$ cat config.mk
export PLATFORM = sky130hd
export DESIGN_NAME = rv32_alu
export DESIGN_NICKNAME = d
export VERILOG_FILES = /design/src/rtl/rv32_alu.sv
export SDC_FILE = /design/constraint.sdc
export NUM_CORES = 1
export LEC_CHECK = 0
export CAP_MARGIN = 20
export CORE_MARGIN = 8
export CORE_UTILIZATION = 50
export DETAILED_ROUTE_END_ITERATION = 8
export PLACE_DENSITY = 0.72
export SYNTH_ARGS = -nofsm -noshare
export SYNTH_HDL_FRONTEND = slang
export SYNTH_SLANG_ARGS = --single-unit
$ cat constraint.sdc
create_clock -name clock -period 3.9 [get_ports clock]
set_input_delay 0.585 -clock clock [delete_from_list [all_inputs] [get_ports clock]]
set_output_delay 0.585 -clock clock [all_outputs]
set_load 0.005 [all_outputs]
$ cat src/rtl/rv32_alu.sv
// RV32I register-register ALU for the execute stage.
// Computes one of the ten R-type operations and registers the result one clock later.
module rv32_alu (
  input  logic        clock,
  input  logic        reset,
  input  logic [6:0]  funct7,
  input  logic [2:0]  funct3,
  input  logic [31:0] source1,
  input  logic [31:0] source2,
  output logic [31:0] result
);

  localparam int unsigned W   = 32;
  localparam int unsigned SHW = 5;

  logic           alt_c;
  logic [SHW-1:0] shamt_c;
  logic [W-1:0]   result_d;
  logic [W-1:0]   result_q;
  logic           unused_c;

  assign alt_c   = funct7[5];
  assign shamt_c = source2[SHW-1:0];

  // Only funct7[5] and the low five bits of source2 in shifts are meaningful.
  assign unused_c = ^{funct7[6], funct7[4:0], source2[W-1:SHW]};

  // Operation select from funct3, with funct7[5] picking SUB and SRA.
  always_comb begin
    result_d = '0;
    case (funct3)
      3'b000: result_d = alt_c ? (source1 - source2) : (source1 + source2);
      3'b001: result_d = source1 << shamt_c;
      3'b010: result_d = W'($signed(source1) < $signed(source2));
      3'b011: result_d = W'(source1 < source2);
      3'b100: result_d = source1 ^ source2;
      3'b101: result_d = alt_c ? W'($signed(source1) >>> shamt_c) : (source1 >> shamt_c);
      3'b110: result_d = source1 | source2;
      3'b111: result_d = source1 & source2;
      default: result_d = '0;
    endcase
  end

  always_ff @(posedge clock) begin
    if (reset) begin
      result_q <= '0;
    end else begin
      result_q <= result_d;
    end
  end

  assign result = result_q;

endmodule

* Yosys cells after proc, flatten, opt, wreduce, memory -nomap -nowiden *
Cells that the tools add are included.

cells by class
  $mul = 0
  order comparisons = 2
  add/sub/neg operators = 2
  div/mod/pow operators = 0
  equality and inequality tests = 7
  shifts and indexed selects = 3
  multiplexer cells = 3
  reductions and logical operators = 1
  bitwise logic cells = 3

operator list
  kind                number
  $pmux 32 s8         1
  $lt 32x32->1        2
  $mux 32             2
  $add 32x32->32      1
  $and 32x32->32      1
  $or 32x32->32       1
  $shl 32x5->32       1
  $shr 32x5->32       1
  $sshr 32x5->32      1
  $sub 32x32->32      1
  $xor 32x32->32      1
  $eq 3x3->1 const B  4
  $eq 3x2->1 const B  2
  $eq 3x1->1 const B  1
  $logic_not 3->1     1

storage, ports and cells
  bits in latches = 0
  bits of input ports = 76
  memories kept = 0
  ROM bits = 0
  bits in writable memories = 0
  register bits after elaboration = 32
  logic and storage cells = 22

* Logic depth before layout (Yosys ltp) *
  depth after elaboration = 3
  depth in mapped cells = 14
  depth with buffers taken out = 13

* Worst setup path after synthesis *
No wires, ideal clock.

  kind = input to register
  from = input port source2[2]
  to = register result_q[25], in the netlist result[25]
  slack = 0.254 ns
  buffers on the path = 3
  cell stages on the path = 13
  arrival = 3.524 ns
  cell sequence = inv_1 -> buf_2 -> buf_1 -> buf_2 -> ha_1 -> or4_1 -> a21oi_2 -> o31ai_2 -> a21oi_2 -> o21ai_1 -> a31oi_1 -> a2111oi_0 -> a311o_1

on the way
  longest elaborated chain between the ends = 3
  elaborated cells between the ends (all ways) = 8
  those cells by class = add/sub: 2; shift: 3; mux: 3

RTL lines
  item                                    RTL line  text
  start, declared                         9         input logic [31:0] source2,
  $add 32x32->32 (tied with other cells)  32        3'b000: result_d = alt_c ? (source1 - source2) : (source1 + source2);
  $mux 32, on equally long branches       32, 37
  $pmux 32 s8 (*)                         31        case (funct3)
  end signal, assigned                    48        result_q <= result_d;
  end, declared                           19        logic [W-1:0] result_q;

Mark *: on every way between the ends. The rest lies on a longest branch, timed or not.
A chain may end at the register's enable or synchronous reset.

* Worst setup path after layout *
  from = input port source1[0]
  to = register result_q[0], in the netlist result[0]

on the way
  longest elaborated chain between the ends = 3
  elaborated cells between the ends (all ways) = 13
  those cells by class = add/sub: 2; order compare: 2; shift: 3; mux: 3; bitwise: 3

RTL lines
  item                                    RTL line  text
  start, declared                         8         input logic [31:0] source1,
  $add 32x32->32 (tied with other cells)  32
  $mux 32, on equally long branches       32, 37
  $pmux 32 s8 (*)                         31

Marked as above.

==> summary.md <==
| Metric | Value |
|---|---|
| Status | `complete, no violations` |
| H-Tree Depth | `2` |
| Gr usage total | `33.9%` |
| Clock slew at reported path FFs | `0.06 ns` |
| Wire per inst | `24.9 µm` |
| Critical path class | `primary input to register` |
| Post-route DRC | `0` |
| First-pass GRT wire length | `62000 µm` |
| Fin crit share | `95.3%` |
| Mapped Area | `9260 µm²` |
| Finished Layout Cells | `1640` |
| Leak pwr | `0.00477 µW` |
| I/O Buffers | `101` |
| Ys flop type | `dfxtp_1` |
| Crit end category | `register` |
| Cts bufs inserted | `5` |
| Via density | `6.71` |
| Complex-gate fraction of the synthesized area | `31.1%` |
| Count leader, synth | `nor2_1` |
| Antenna viol nets, final | `0` |
| Synthesized area per cell | `7.17 µm²` |
| Fillers | `1743` |
| Slew Viols, Final | `0` |
| Root buf cell | `clkbuf_16` |
| Hold bufs inserted after CTS | `0` |
| Top cell type's share of synthesized area | `13.1%` |
| DR iter-0 viols | `1269` |
| Synth cell types | `74` |
| Detailed placement HPWL | `32500 µm` |
| Fmax | `0.269 GHz` |
| Area grow syn2layout | `19.9%` |
| Mux cell area share after synthesis | `19.6%` |
| Worst Hold Class | `primary input to register` |
| Slowest CP cell | `clkdlybuf4s50_1` |
| Share of layout cells above drive strength 1 | `14.5%` |
| Initial core utilization | `51.2%` |
| Critical Path AT | `3.93 ns` |
| Sequential cell area | `641 µm²` |
| Setup ws final | `0.182 ns` |
| Sink Count | `32` |
| Syn Nets | `1467` |
| Combinational family with the most area after synthesis | `compound AO/OA/AOI/OAI gates` |
| Unrepaired setup endpoints after global routing | `no` |
| Crit-path cells | `clkdlybuf4s50_1 > inv_1 > ha_1 > inv_1 > fa_1 > nor3b_1 > o311ai_1 > a21oi_1 > o21ai_0 > buf_4 > o21ai_0 > nand4_1 > nand2_1 > a2111o_1 > a31oi_1` |
| Clock Path Buffers | `2` |
| Worst-Margin Slew | `0.917 ns` |
| Post-synth top cells | `144 x nor2_1, 118 x inv_1, 113 x nand2_1` |
| I/O pin count | `108` |
| Nets | `1585` |
| Grt ovf | `0` |
| PwrDens | `211 nW/µm²` |
| Core footprint | `18100 µm²` |
| Final Hold Fails | `0` |
| Max Cap Violations | `0` |
| Std-Cell Rows | `49` |
| Synth Area in Adders | `13.5%` |
| Startpoint Class | `primary input` |
| Finish-stage setup viols | `0` |
| Cell Count Post-Placement | `1632` |
| Simple-gate portion of the synthesized area | `16.9%` |
| Area contributors post-synth | `mux4_2 13%, ha_1 13%, dfxtp_1 6.9%` |
| Final core utilization | `61.4%` |
| Max reg flops | `32` |
| Number of global-route vias before repair | `10400` |
| Footprint of the multi-input gates | `7730 µm²` |
| Post-cts gate resize count | `0` |
| DRT Wirelength | `40900 µm` |
| Die W | `152 µm` |
| Die area | `23100 µm²` |
| Crit path largest cell delay | `0.44 ns` |
| TritonCTS clock tree | `yes` |
| Register area share after synthesis | `6.92%` |
| Cells after synthesis | `1292` |
| Fin crit period | `3.72 ns` |
| Antenna violations before repair | `0` |
| Peak supply drop | `0.220 mV` |
| Area leader, netlist | `mux4_2` |
| Routability congestion estimate | `1.05` |
| Number of diodes | `0` |
| Yosys warns | `0` |
| Synth Area in XOR/XNOR | `2.27%` |
| Largest net degree at the start of global routing | `69` |
| Number of vias in the routed layout | `11000` |
| Pre-antenna DRT Iters | `6` |
| Crit Path Max Fanout | `3` |
| Async SR Flop Fraction | `0%` |
| Required @ worst endpoint | `4.12 ns` |
| Place WS | `-0.0743 ns` |
| Die Y-Extent | `152 µm` |
| #FFs+latches synth | `32` |
| Setup bufs post-CTS | `0` |
| Post-synth EDFFs | `0` |
| Slew headroom | `38.9%` |
==> critical path: cells and delay by family <==
family,cells,cell delay (ns)
adders and majority gates,2,0.57
buffers and inverters,4,0.75
AOI/OAI and AO/OA,6,1.55
and+or+nand+nor,3,0.46
==> final timing paths <==
kind / start / endpoint / cells past startpoint
worst max-delay path: source1[0] / result[0] / 15
worst min-delay path: reset / result[0] / 2
==> report_power, final <==
group	switching [µW]	total [µW]	leakage, µW	internal (µW)
registers	8.53	364	0.000264	356
clock network	164	418	0.0000701	255
logic	914	1560	0.00444	650
total	1090	2350	0.00477	1260
==> cells in the final DEF, fill, tap and decap left out, types with 17 or more instances in the layout <==
master,count
o22ai_1,26
o211ai_1,17
a31oi_1,22
mux2i_1,53
mux4_2,54
nand3_1,17
dfxtp_1,32
nor3_1,28
a221oi_1,18
o21ai_0,102
ha_1,97
nand2_1,113
a21oi_1,108
clkdlybuf4s50_1,94
buf_4,112
nor2_1,143
a211oi_1,22
xnor2_1,20
inv_1,117
==> cell type report <==
type | instances | share of cell area [%]
multi-input cells | 1037 | 69.6
clock inverters | 1 | 0.0676
well taps | 229 | 2.58
repair buffers | 214 | 16.7
flip-flops and latches | 32 | 5.77
clock buffers | 7 | 1.28
inverters | 120 | 4.06
==> kinds of logic after synthesis <==
group,count (synthesis)
flops,32
simple gates,360
buf+inv,223
xor+xnor,24
fa+ha+maj,99
mux,113
compound gates,441
==> routing by layer <==
layer | vias up | part of all wire [%] | global-route usage, %
met5 | - | 0 | 0
li1 | 5006 | - | -
met2 | 742 | 43 | 51.6
met3 | 156 | 10 | 7.15
met1 | 5095 | 39 | 42.2
met4 | 0 | 7.8 | 23.5
==> per-stage QoR <==
stage	total power, µW	setup TNS [ns]	hold WS, ns	area, µm²
after floorplan	1290	0	0.846	9260
after global placement	1880	0	1.29	11000
after detailed placement	1890	-0.0910	1.29	11000
after CTS	2310	0	1.07	11100
after global routing	2460	0	1.12	11100
final	2350	0	1.08	11100
Power figures use the tool's default switching activity.
